--- config.mk ---
export PLATFORM = sky130hd
export DESIGN_NAME = f1_start_controller
export DESIGN_NICKNAME = d
export VERILOG_FILES = /design/src/rtl/f1_pkg.sv /design/src/rtl/f1_lfsr.sv /design/src/rtl/f1_start_controller.sv
export SDC_FILE = /design/constraint.sdc
export NUM_CORES = 1
export LEC_CHECK = 0
export ABC_AREA = 1
export ABC_CLOCK_PERIOD_IN_PS = 1440
export CAP_MARGIN = 0
export CORE_UTILIZATION = 40
export CTS_BUF_LIST = sky130_fd_sc_hd__clkbuf_4
export CTS_CLUSTER_DIAMETER = 40
export DETAILED_ROUTE_END_ITERATION = 10
export MAX_ROUTING_LAYER = met4
export SETUP_SLACK_MARGIN = 0.2
export SLEW_MARGIN = 40
export SYNTH_ARGS = -nofsm -noshare
export SYNTH_HDL_FRONTEND = slang
export SYNTH_SLANG_ARGS = --single-unit
--- constraint.sdc ---
create_clock -name clk -period 1.44 [get_ports clk]
set_input_delay 0.144 -clock clk [delete_from_list [all_inputs] [get_ports clk]]
set_output_delay 0.144 -clock clk [all_outputs]
set_load 0.05 [all_outputs]
--- src/rtl/f1_pkg.sv ---
// Shared types and constants for the F1 start-lights controller.
// Contents:
//   f1_state_t  - controller states (IDLE, SEQ, DELAY, GO, DONE, FAULT)
//   LIGHTS_FULL - f1_fsm output value with all eight lights lit
package f1_pkg;

  typedef enum logic [2:0] {
    IDLE,
    SEQ,
    DELAY,
    GO,
    DONE,
    FAULT
  } f1_state_t;

  localparam logic [7:0] LIGHTS_FULL = 8'hFF;

endpackage

--- src/rtl/f1_lfsr.sv ---
// Free-running Fibonacci LFSR used to randomise the hold time before
// lights-out. Feedback taps x^W + x^(W-1) + 1 (x^7 + x^6 + 1 at W=7).
// Ports:
//   clk - system clock
//   rst - asynchronous active-low reset (register returns to 1)
//   en  - advance one step on this clock
//   q   - current LFSR value, never all-zero
module f1_lfsr #(
  parameter int LFSR_W = 7
) (
  input  logic              clk,
  input  logic              rst,
  input  logic              en,
  output logic [LFSR_W-1:0] q
);

  logic [LFSR_W-1:0] r_q;
  logic              w_fb;
  logic [LFSR_W-1:0] w_nxt;

  assign w_fb  = r_q[LFSR_W-1] ^ r_q[LFSR_W-2];
  assign w_nxt = {r_q[LFSR_W-2:0], w_fb};

  // The all-zero state is a lock-up state; steer out of it if ever reached.
  always_ff @(posedge clk or negedge rst) begin
    if (!rst) begin
      r_q <= LFSR_W'(1);
    end else if (en) begin
      r_q <= (w_nxt == '0) ? LFSR_W'(1) : w_nxt;
    end
  end

  assign q = r_q;

endmodule

--- src/rtl/f1_start_controller.sv ---
// Sequencer for the F1 start-lights game. Starts the light ramp on a
// trigger, holds all lights lit for MIN_DELAY + random ticks, switches the
// lights off and then measures the driver's reaction time in ticks.
// Ports:
//   clk         - system clock
//   rst         - asynchronous active-low reset
//   trigger     - start button (asynchronous level)
//   react       - reaction button (asynchronous level)
//   tick        - one-cycle time-unit pulse from clktick
//   lights      - current f1_fsm light pattern
//   seq_en      - f1_fsm step enable (tick while ramping)
//   seq_clr     - one-cycle synchronous clear to f1_fsm
//   lights_out  - high from lights-out until the next start
//   react_time  - measured reaction time in ticks (saturating)
//   time_valid  - react_time holds a valid result
//   false_start - reaction pressed before lights-out
module f1_start_controller
  import f1_pkg::*;
#(
  parameter int CNT_W     = 16,
  parameter int LFSR_W    = 7,
  parameter int MIN_DELAY = 20
) (
  input  logic             clk,
  input  logic             rst,
  input  logic             trigger,
  input  logic             react,
  input  logic             tick,
  input  logic [7:0]       lights,
  output logic             seq_en,
  output logic             seq_clr,
  output logic             lights_out,
  output logic [CNT_W-1:0] react_time,
  output logic             time_valid,
  output logic             false_start
);

  localparam logic [CNT_W-1:0] CNT_MAX = '1;

  f1_state_t        r_state, w_state_nxt;
  logic             r_trig_s1, r_trig_s2, r_trig_s3;
  logic             r_react_s1, r_react_s2, r_react_s3;
  logic             w_trig_rise, w_react_rise;
  logic [LFSR_W-1:0] w_lfsr;
  logic [CNT_W-1:0] r_dly, r_dcnt, r_rcnt, r_react_time;
  logic [CNT_W-1:0] w_dly_calc;
  logic             r_lights_out, r_time_valid, r_false_start;
  logic             w_seq_clr, w_dly_load, w_dcnt_inc, w_rcnt_clr, w_rcnt_inc;
  logic             w_go_set, w_fault_set, w_result_load, w_restart;

  f1_lfsr #(.LFSR_W(LFSR_W)) u_lfsr (
    .clk (clk),
    .rst (rst),
    .en  (1'b1),
    .q   (w_lfsr)
  );

  // Two flops resynchronise the pads; the third holds the previous value
  // for rising-edge detection (3 clocks from pad edge to FSM action).
  always_ff @(posedge clk or negedge rst) begin
    if (!rst) begin
      {r_trig_s1, r_trig_s2, r_trig_s3}    <= 3'b000;
      {r_react_s1, r_react_s2, r_react_s3} <= 3'b000;
    end else begin
      {r_trig_s1, r_trig_s2, r_trig_s3}    <= {trigger, r_trig_s1, r_trig_s2};
      {r_react_s1, r_react_s2, r_react_s3} <= {react, r_react_s1, r_react_s2};
    end
  end

  assign w_trig_rise  = r_trig_s2 & ~r_trig_s3;
  assign w_react_rise = r_react_s2 & ~r_react_s3;
  assign w_dly_calc   = CNT_W'(MIN_DELAY) + CNT_W'(w_lfsr);

  always_ff @(posedge clk or negedge rst) begin
    if (!rst) r_state <= IDLE;
    else      r_state <= w_state_nxt;
  end

  // A reaction edge is checked before ramp/delay completion so that a
  // press coinciding with lights-out still counts as a false start.
  always_comb begin
    w_state_nxt   = r_state;
    w_seq_clr     = 1'b0;
    w_dly_load    = 1'b0;
    w_dcnt_inc    = 1'b0;
    w_rcnt_clr    = 1'b0;
    w_rcnt_inc    = 1'b0;
    w_go_set      = 1'b0;
    w_fault_set   = 1'b0;
    w_result_load = 1'b0;
    w_restart     = 1'b0;
    case (r_state)
      IDLE: begin
        if (w_trig_rise) begin
          w_seq_clr   = 1'b1;
          w_state_nxt = SEQ;
        end
      end
      SEQ: begin
        if (w_react_rise) begin
          w_seq_clr   = 1'b1;
          w_fault_set = 1'b1;
          w_state_nxt = FAULT;
        end else if (lights == LIGHTS_FULL) begin
          w_dly_load  = 1'b1;
          w_state_nxt = DELAY;
        end
      end
      DELAY: begin
        if (w_react_rise) begin
          w_seq_clr   = 1'b1;
          w_fault_set = 1'b1;
          w_state_nxt = FAULT;
        end else if (r_dcnt == r_dly) begin
          w_seq_clr   = 1'b1;
          w_go_set    = 1'b1;
          w_rcnt_clr  = 1'b1;
          w_state_nxt = GO;
        end else if (tick) begin
          w_dcnt_inc  = 1'b1;
        end
      end
      GO: begin
        // A tick arriving with the press is deliberately not counted.
        if (w_react_rise) begin
          w_result_load = 1'b1;
          w_state_nxt   = DONE;
        end else if (tick && (r_rcnt != CNT_MAX)) begin
          w_rcnt_inc    = 1'b1;
        end
      end
      DONE, FAULT: begin
        if (w_trig_rise) begin
          w_seq_clr   = 1'b1;
          w_restart   = 1'b1;
          w_state_nxt = SEQ;
        end
      end
      default: w_state_nxt = IDLE;
    endcase
  end

  always_ff @(posedge clk or negedge rst) begin
    if (!rst) begin
      r_dly         <= '0;
      r_dcnt        <= '0;
      r_rcnt        <= '0;
      r_react_time  <= '0;
      r_lights_out  <= 1'b0;
      r_time_valid  <= 1'b0;
      r_false_start <= 1'b0;
    end else begin
      if (w_dly_load) begin
        r_dly  <= w_dly_calc;
        r_dcnt <= '0;
      end else if (w_dcnt_inc) begin
        r_dcnt <= r_dcnt + CNT_W'(1);
      end

      if (w_rcnt_clr)      r_rcnt <= '0;
      else if (w_rcnt_inc) r_rcnt <= r_rcnt + CNT_W'(1);

      if (w_restart) begin
        r_react_time  <= '0;
        r_lights_out  <= 1'b0;
        r_time_valid  <= 1'b0;
        r_false_start <= 1'b0;
      end else begin
        if (w_go_set)    r_lights_out  <= 1'b1;
        if (w_fault_set) r_false_start <= 1'b1;
        if (w_result_load) begin
          r_react_time <= r_rcnt;
          r_time_valid <= 1'b1;
        end
      end
    end
  end

  assign seq_en      = (r_state == SEQ) & tick;
  assign seq_clr     = w_seq_clr;
  assign lights_out  = r_lights_out;
  assign react_time  = r_react_time;
  assign time_valid  = r_time_valid;
  assign false_start = r_false_start;

endmodule
==> results.sh, run 1 <==
export IMPL_run_status="complete, but fails checks"
export IMPL_violations="negative setup slack"
export IMPL_maxCapViolations=0
export IMPL_critPathMaxFanout=2
export IMPL_wl_um=10650
export IMPL_initial_core_util=0.4113
export IMPL_grt_pass1_wl_um=17140
export IMPL_end_kind="output pin"
export IMPL_met1_usage=0.2676
export IMPL_num_fill_cells=859
export IMPL_finalMaxSlewViolations=0
export IMPL_io_pins=34
export IMPL_powerDensity_nw_per_um2=1236
export IMPL_multi_input_area_um2=2163
export IMPL_synth_area_um2=4001
export IMPL_layout_nets=672
export IMPL_place_gp_congestion=0.8612
export IMPL_grt_busiest_layer="met2"
export IMPL_cts_reportedPaths_clkPinSlew_ns=0.13
export IMPL_placed_area_um2=4990
export IMPL_numCtsBuffers=9
export IMPL_critPathKind="reg -> out"
export IMPL_finalCritPeriodShare=1.403
export IMPL_relSlewSlack=0.7136
export IMPL_grt_max_degree=76
export IMPL_fin_ws_ns=-0.5804
export IMPL_path_buf_inv=1
export IMPL_htree_levels=3
export IMPL_yosysTopAreaCell="dfrtp_1"
export IMPL_syn_to_final_growth_pct=48.03
export IMPL_yosysTopAreaCellShare=0.4628
export IMPL_final_cells=793
export IMPL_drtPass1Iterations=5
export IMPL_crit_chain="nor2_2 -> nand2_1 -> nor2_2 -> nand2_1 -> nor2_2 -> nand2_2 -> nand2_4 -> nand2_4 -> nor2_4 -> buf_12"
export IMPL_slowest_delay_ns=0.41
export IMPL_layout_drive_gt1_share=0.3561
export IMPL_cts_buffer_depth=2
export IMPL_crit_family="simple AND/OR/NAND/NOR gates"
export IMPL_avgSynthCellArea_um2=7.465
export IMPL_drc=0
export IMPL_grt_use_total=0.2223
export IMPL_synthTopCellsByArea="dfrtp_1 (46%), nand2_1 (13%), inv_1 (6.9%)"
export IMPL_design_area_um2=5923
export IMPL_tightest_slew_ns=0.4296
export IMPL_crit_slowest_cell="dfrtp_1"
export IMPL_grt_setup_unrepaired="yes"
export IMPL_die_area_um2=10410
export IMPL_finalSetupViolCount=55
export IMPL_ys_ff_latch=75
export IMPL_die_h_um=102.0
export IMPL_antenna_cells=0
export IMPL_ant_nets=0
export IMPL_required_ns=1.30
export IMPL_place_hpwl_um=6703
export IMPL_synth_edf_count=0
export IMPL_antenna_found_initial=0
export IMPL_clock_sinks=75
export IMPL_regArea_um2=1878
export IMPL_maxClockFrequency_mhz=495.0
export IMPL_synth_warnings=0
export IMPL_synth_cell_types=32
export IMPL_cts_root_buffer="clkbuf_4"
export IMPL_clock_latency_ns=0.44
export IMPL_hold_viol=0
export IMPL_hp_class="in -> reg"
export IMPL_met3_usage=0.03557
export IMPL_syn_inst=536
export IMPL_coreArea_um2=9729
export IMPL_finalClockSkew_ns=0.01836
export IMPL_cp_arrival_ns=1.88
export IMPL_synthesis_nets=553
export IMPL_routedWlPerCell_um=13.43
export IMPL_rows=36
export IMPL_p_leak_nw=2.906
export IMPL_grt_pass1_vias=3729
export IMPL_avgViaCountPerCell=4.878
export IMPL_grt_use_met2=0.3650
export IMPL_crit_top_cell="nor2_2"
export IMPL_ir_drop_mv=1.076
export IMPL_die_w_um=102.0
export IMPL_async_flop_share=1.000
export IMPL_drt_iter0_drc=176
export IMPL_overflow=0
export IMPL_dp_cells=748
export IMPL_ys_seq_area_frac=0.4694
export IMPL_min_period_ns=2.020
export IMPL_start_kind="flop"
export IMPL_portBuffers=33
export IMPL_synth_ff_type="dfrtp_1"
export IMPL_vias=3868
export IMPL_cts_tree="built"
==> report_power, final <==
group          leakage (nW)  internal, mW  switching, mW
clock network         0.101         0.905          0.803
logic                  1.83          1.45           1.70
registers             0.971          2.31          0.152
total                  2.91          4.66           2.66
==> flip-flops by register name, indices dropped and copies added, names as in the netlist <==
register and cells:
r_dcnt 16, r_rcnt 16, react_time 16, r_dly 8, u_lfsr.q 7, r_state 3
false_start 1, lights_out 1, r_react_s1 1, r_react_s2 1, r_react_s3 1, r_trig_s1 1
r_trig_s2 1, r_trig_s3 1, time_valid 1
==> synth_stat cells (2+ instances only) <==
| cell type | count |
|---|---|
| clkbuf_1 | 11 |
| nand3b_1 | 2 |
| nor2_2 | 4 |
| nor3_1 | 8 |
| o22ai_1 | 2 |
| nor2_4 | 4 |
| o21ai_0 | 28 |
| nand2_2 | 4 |
| nor2_1 | 71 |
| nand4_1 | 20 |
| xor2_1 | 9 |
| a21oi_1 | 5 |
| inv_2 | 2 |
| nand2_1 | 139 |
| dfrtp_1 | 74 |
| buf_2 | 6 |
| nand3_1 | 51 |
| ha_1 | 4 |
| inv_1 | 74 |
| o21ai_1 | 6 |
==> logic make-up (layout without fill, tap and decap cells) <==
| group | after synthesis | after routing | synth area share |
|---|---|---|---|
| xor+xnor | 10 | 10 | 0.02189 |
| simple gates | 307 | 308 | 0.3408 |
| fa+ha+maj | 4 | 4 | 0.01251 |
| buf+inv | 97 | 220 | 0.09944 |
| compound gates | 43 | 43 | 0.05597 |
| flops | 75 | 75 | 0.4694 |
==> per-stage QoR <==
| step | setup TNS (ns) | setup WS (ns) | hold WS, ns | power, mW | util |
|---|---|---|---|---|---|
| 2_1_floorplan | -0.2338 | -0.04293 | -0.1516 | 3.813 | - |
| 3_3_place_gp | -6.115 | -0.2453 | 0.1971 | 4.796 | 0.5129 |
| 3_5_place_dp | -7.925 | -0.2959 | 0.1998 | 4.855 | 0.5129 |
| 4_1_cts | -8.804 | -0.5911 | 0.1052 | 7.048 | 0.5755 |
| 5_1_grt | -16.95 | -0.6985 | 0.1119 | 7.718 | 0.6088 |
| 6_report | -11.94 | -0.5804 | 0.1413 | 7.321 | 0.6088 |
==> layer usage <==
metal / vias up / wire length, um
met5: - / 0
met4: 0 / 190
met3: 18 / 461
met2: 98 / 5292
met1: 1813 / 4704
li1: 1939 / -
==> cells in the final DEF, fill, tap and decap left out, types with 2 or more instances in the layout <==
cell type        count
a21oi_1              3
a21oi_2              2
buf_12               5
buf_16               3
buf_4               83
buf_6               22
bufinv_16            3
clkbuf_16            2
clkbuf_4            10
clkdlybuf4s50_1     11
dfrtp_1             74
ha_1                 3
inv_1               69
inv_2                4
inv_4                2
inv_6                3
nand2_1            117
nand2_2             19
nand2_4              6
nand2_8              2
nand3_1             24
nand3_2             24
nand3_4              5
nand3b_1             2
nand4_1             20
nor2_1              57
nor2_2               7
nor2_4              16
nor3_1               6
o21ai_0              3
o21ai_1             21
o21ai_2             10
o22ai_1              2
xor2_1               9
==> layout make-up <==
type | instances | share of cell area
Inverter | 77 | 0.05133
Multi-Input combinational cell | 365 | 0.3652
Tap cell | 133 | 0.02809
Clock inverter | 6 | 0.01901
Clock buffer | 10 | 0.01267
Timing Repair Buffer | 127 | 0.2066
Sequential cell | 75 | 0.3171
==> repair_timing <==
action | 4_1_cts | 5_1_grt
hold buffers | 1 | 0
cloned | 4 | 4
hold endpoints to repair | 74 | 0
resized for setup | 82 | 51
pin swaps | 15 | 15
setup buffers | 13 | 7
endpoints found under the setup margin | 64 | 66
==> worst paths after layout <==
| kind | depth (start not counted) | startpoint | slack [ns] | end |
|---|---|---|---|---|
| max reg2reg | 12 | r_dcnt[12] | -0.34 | r_rcnt[12] |
| max in group asynchronous | 3 | rst | 0.83 | r_trig_s3 |
| min | 1 | trigger | 0.14 | r_trig_s1 |
| min in group asynchronous | 3 | rst | 0.23 | r_dcnt[12] |
| min reg2reg | 0 | r_react_s1 | 0.36 | r_react_s2 |
| max | 10 | r_dcnt[9] | -0.58 | seq_clr |
Note: power is estimated with default switching activity, not from simulation.
==> inputs of run 2 (changes only) <==
Settings changed: GPL_ROUTABILITY_DRIVEN set to 0.
==> run 2 against run 1 <==
Against the previous run: the flow still finishes with violations (negative setup slack); cell count increased by 3.0%; highest routed layer unchanged; cell area is 7.1% higher; power increased by 3.3%; sequential power hardly changed; global-route usage is 1.3 points higher; sequential cell count did not move; combinational power up 18%; clock power shrank 20%; first-iteration DRC count shrank 3.4%; register-to-register slack worse by 0.19 ns; critical path depth up 1; maximum frequency about the same; largest cell class unchanged.
==> results.sh, run 2 (synthesized netlist as in run 1, its figures left out) <==
export IMPL_drtPass1Iterations=5
export IMPL_initial_core_util=0.4113
export IMPL_clock_latency_ns=0.44
export IMPL_finalMaxSlewViolations=0
export IMPL_fin_setup_tns_ns=-10.17
export IMPL_grt_use_total=0.2350
export IMPL_powerDensity_nw_per_um2=1192
export IMPL_cp_arrival_ns=1.88
export IMPL_vias=4084
export IMPL_wl_um=12020
export IMPL_numCtsBuffers=9
export IMPL_final_common_cell="nand2_1"
export IMPL_antenna_found_initial=0
export IMPL_die_area_um2=10410
export IMPL_worstSetupStartpoint="r_dly[7]"
export IMPL_cts_reportedPaths_clkPinSlew_ns=0.14
export IMPL_utilization=0.6521
export IMPL_layout_drive_gt1_share=0.4181
export IMPL_maxCapViolations=0
export IMPL_end_kind="output pin"
export IMPL_grt_setup_unrepaired="yes"
export IMPL_cts_buffer_depth=2
export IMPL_maxClockFrequency_mhz=494.7
export IMPL_overflow=0
export IMPL_antenna_cells=0
export IMPL_timing_rr_start="r_state[2]"
export IMPL_grt_max_degree=43
export IMPL_ant_nets=0
export IMPL_required_ns=1.30
export IMPL_critPathMaxFanout=3
export IMPL_coreArea_um2=9729
export IMPL_finalSetupViolCount=46
export IMPL_io_pins=34
export IMPL_run_status="complete, but fails checks"
export IMPL_violations="negative setup slack"
export IMPL_met3_usage=0.03146
export IMPL_routedWlPerCell_um=14.71
export IMPL_finalClockSkew_ns=0.02881
export IMPL_die_h_um=102.0
export IMPL_drt_iter0_drc=170
export IMPL_fin_ws_ns=-0.5815
export IMPL_hold_viol=0
export IMPL_place_hpwl_um=6801
export IMPL_p_leak_nw=3.069
export IMPL_drc=0
export IMPL_syn_to_final_growth_pct=58.57
export IMPL_min_period_ns=2.022
export IMPL_portBuffers=33
export IMPL_hp_class="in -> async"
export IMPL_cts_tree="built"
export IMPL_rows=36
export IMPL_finalCritPeriodShare=1.404
export IMPL_total_power_mw=7.564
export IMPL_critPathKind="reg -> out"
export IMPL_grt_pass1_vias=3809
export IMPL_die_w_um=102.0
export IMPL_clock_sinks=75
export IMPL_grt_use_met2=0.3831
export IMPL_ir_drop_mv=1.077
export IMPL_cts_root_buffer="clkbuf_4"
export IMPL_final_cell_mix="nand2_1 (112), buf_4 (85), dfrtp_1 (74)"
export IMPL_grt_busiest_layer="met2"
export IMPL_avgViaCountPerCell=4.999
export IMPL_grt_pass1_wl_um=18180
export IMPL_met1_usage=0.2949
export IMPL_tightest_slew_ns=0.3857
export IMPL_htree_levels=3
export IMPL_start_kind="flop"
export IMPL_relSlewSlack=0.7429
export IMPL_layout_nets=696
run 2: cell types whose count changed in the layout (fill, tap and decap cells not counted), moves of 3 or more:
cell	previous run	this run
buf_12	5	8
buf_6	22	38
inv_1	69	66
nand2_1	117	112
nand2_4	6	10
nand3_1	24	14
nand3_2	24	34
nor2_1	57	50
nor2_2	7	11
nor2_4	16	19
nor3_1	6	3
run 2: cell type report:
type / instances / area (um^2)
Inverter: 77 / 310.3
Tap cell: 133 / 166.4
Clock inverter: 6 / 65.06
Sequential cell: 75 / 1878
Multi-Input combinational cell: 366 / 2328
Clock buffer: 10 / 75.07
Fill cell: 788 / 3385
Timing Repair Buffer: 150 / 1521
run 2: critical path: stages (launching register included):
cell	delay [ns]
dfrtp_1	0.42
inv_1	0.05
nand2_1	0.05
nand2_1	0.06
nor2_2	0.16
inv_1	0.09
nor2_4	0.12
nand2_4	0.08
nand2_4	0.08
nand2_4	0.06
nor2_4	0.11
buf_12	0.14
run 2: per-stage QoR:
step	worst slack [ns]	instances	area [um^2]	hold slack, ns
finish	-0.5815	817	6345	0.1311
global route	-0.6943	817	6345	0.1122
floorplan	-0.04293	536	4113	-0.1516
CTS	-0.5836	787	5848	0.1202
global placement	-0.2377	748	4990	0.06846
detailed placement	-0.3279	748	4990	0.06674
run 2: final timing paths:
check	to	slack (ns)	cells after the start
worst max-delay path	seq_clr	-0.58	11
max in group asynchronous	u_lfsr.q[0]	0.72	3
worst max register to register	r_state[1]	-0.53	14
worst min register to register	r_trig_s2	0.36	0
worst min-delay path	react_time[8]	0.13	2
min in group clk	r_react_s1	0.14	1
run 2: power by group:
group,leakage (nW),switching (mW),internal (mW)
registers,0.971,0.166,2.31
logic,2.02,1.93,1.79
clock network,0.0788,0.806,0.556
total,3.07,2.91,4.66
run 2: metal layers:
layer,vias up,wire length (um)
li1,1990,-
met2,110,6145
met1,1952,5129
met3,32,423
met5,-,0
met4,0,323
run 2: repair_timing:
action / in CTS / in global routing
endpoints found under the setup margin: 64 / 68
hold endpoints to repair: 74 / 0
buffers inserted: 16 / 27
pin swaps: 43 / 32
hold buffers: 1 / 0
gates resized for setup: 132 / 62
cloned: 6 / 3
==> inputs of run 3 (changes only) <==
Settings changed: CORE_UTILIZATION 40 to 54, CTS_CLUSTER_DIAMETER 40 to 120, PLACE_DENSITY set to 0.78.
==> run 3 against run 2 <==
Against the previous run: highest routed layer unchanged; largest cell class unchanged; critical path type unchanged; the flow still finishes with violations (negative setup slack); wire length down 0.32%; critical path depth down 1; cell count down 7.1%; sequential power about the same; sequential cell count unchanged; critical endpoint unchanged; largest power group unchanged.
==> results.sh, run 3 (synthesized netlist as in run 1, its figures left out) <==
export IMPL_die_area_um2=7758
export IMPL_antenna_found_initial=0
export IMPL_fin_setup_tns_ns=-17.22
export IMPL_cts_reportedPaths_clkPinSlew_ns=0.13
export IMPL_layout_drive_gt1_share=0.3273
export IMPL_finalClockSkew_ns=0.01504
export IMPL_overflow=0
export IMPL_place_hpwl_um=6826
export IMPL_placed_area_um2=4937
export IMPL_crit_slowest_cell="dfrtp_1"
export IMPL_fin_hold_ws_ns=0.1259
export IMPL_drtPass1Iterations=5
export IMPL_drc=0
export IMPL_die_h_um=88.08
export IMPL_powerDensity_nw_per_um2=1194
export IMPL_cts_root_buffer="clkbuf_4"
export IMPL_ir_drop_mv=1.798
export IMPL_finalMaxSlewViolations=0
export IMPL_finalCritPeriodShare=1.461
export IMPL_fin_ws_ns=-0.6642
export IMPL_design_area_um2=5677
export IMPL_cts_tree="built"
export IMPL_final_cell_mix="nand2_1 (124), buf_4 (89), dfrtp_1 (73)"
export IMPL_routedWlPerCell_um=15.79
export IMPL_antenna_cells=0
export IMPL_min_period_ns=2.104
export IMPL_tightest_slew_ns=0.3778
export IMPL_grt_max_degree=35
export IMPL_syn_to_final_growth_pct=41.87
export IMPL_cts_buffer_depth=2
export IMPL_rows=31
export IMPL_grt_pass1_wl_um=18160
export IMPL_crit_family="simple AND/OR/NAND/NOR gates"
export IMPL_crit_top_cell="nor2_2"
export IMPL_grt_setup_unrepaired="yes"
export IMPL_avgViaCountPerCell=5.470
export IMPL_initial_core_util=0.5546
export IMPL_vias=4152
export IMPL_ant_nets=0
export IMPL_slowest_delay_ns=0.41
export IMPL_final_cells=759
export IMPL_portBuffers=33
export IMPL_grt_use_total=0.3230
export IMPL_finalSetupViolCount=46
export IMPL_crit_chain="nor2_2 -> nand2_1 -> nor2_2 -> nand2_1 -> nor2_2 -> nand2_2 -> nand2_4 -> nand2_4 -> nor2_4 -> buf_12"
export IMPL_start_kind="flop"
export IMPL_htree_levels=3
export IMPL_num_fill_cells=436
export IMPL_maxClockFrequency_mhz=475.2
export IMPL_grt_pass1_vias=3971
export IMPL_violations="negative setup slack"
export IMPL_maxCapViolations=0
export IMPL_relSlewSlack=0.7482
export IMPL_drt_iter0_drc=365
export IMPL_dp_cells=711
export IMPL_run_status="complete, but fails checks"
export IMPL_critPathKind="reg -> out"
export IMPL_numCtsBuffers=9
export IMPL_path_buf_inv=1
export IMPL_cp_arrival_ns=1.96
export IMPL_layout_nets=672
export IMPL_critPathMaxFanout=2
export IMPL_hp_class="in -> reg"
export IMPL_end_kind="output pin"
export IMPL_hold_viol=0
export IMPL_p_leak_nw=2.838
export IMPL_wl_um=11980
export IMPL_io_pins=34
export IMPL_required_ns=1.30
export IMPL_clock_sinks=75
export IMPL_clock_latency_ns=0.44
export IMPL_final_common_cell="nand2_1"
export IMPL_die_w_um=88.08
export IMPL_coreArea_um2=7214
-- run 3: what timing repair did --
action,in CTS,in global routing
endpoints found under the hold margin,64,0
pin swaps,13,18
buffers inserted,19,6
endpoints found under the setup margin,64,64
cloned,6,0
hold buffers,1,0
gates resized for setup,51,36
-- run 3: area by class of cell --
class                           count  area, um^2  share of cell area
Multi-Input combinational cell    366        2072              0.3650
Sequential cell                    75        1879              0.3311
Timing Repair Buffer              126        1180              0.2078
Inverter                           77       301.5             0.05312
Tap cell                           99       123.9             0.02182
Clock buffer                       11       82.58             0.01455
Clock inverter                      5       37.54            0.006612
-- run 3: per-layer routing --
layer	global-route usage	wire length, um	vias to the layer above
met5	-	0	-
met4	0.1510	488	0
met3	0.06503	732	55
met2	0.5384	6078	186
met1	0.3754	4683	1979
li1	-	-	1932
-- run 3: power breakdown --
part / internal, mW / switching (mW) / leakage, nW
registers: 2.32 / 0.193 / 0.970
logic: 1.36 / 1.70 / 1.80
clock network: 0.400 / 0.807 / 0.0651
total: 4.08 / 2.70 / 2.84
-- run 3: final timing paths --
kind	from	to	slack, ns	cells after the start
hold reg to reg	r_trig_s1	r_trig_s2	0.37	0
setup reg to reg	r_dcnt[9]	r_dcnt[15]	-0.64	14
hold / removal	trigger	r_trig_s1	0.13	1
setup / recovery	r_dcnt[9]	seq_clr	-0.66	10
max in group asynchronous	rst	u_lfsr.q[0]	0.72	3
min in group asynchronous	rst	r_dcnt[10]	0.15	2
-- run 3: stage by stage --
| step | util | total power, mW | worst slack, ns |
|---|---|---|---|
| after CTS | 0.7596 | 6.435 | -0.5674 |
| after global routing | 0.7869 | 7.090 | -0.7427 |
| final | 0.7869 | 6.780 | -0.6642 |
| after global placement | 0.6844 | 4.725 | -0.2199 |
| after floorplan | - | 3.813 | -0.04293 |
| after detailed placement | 0.6844 | 4.818 | -0.2901 |
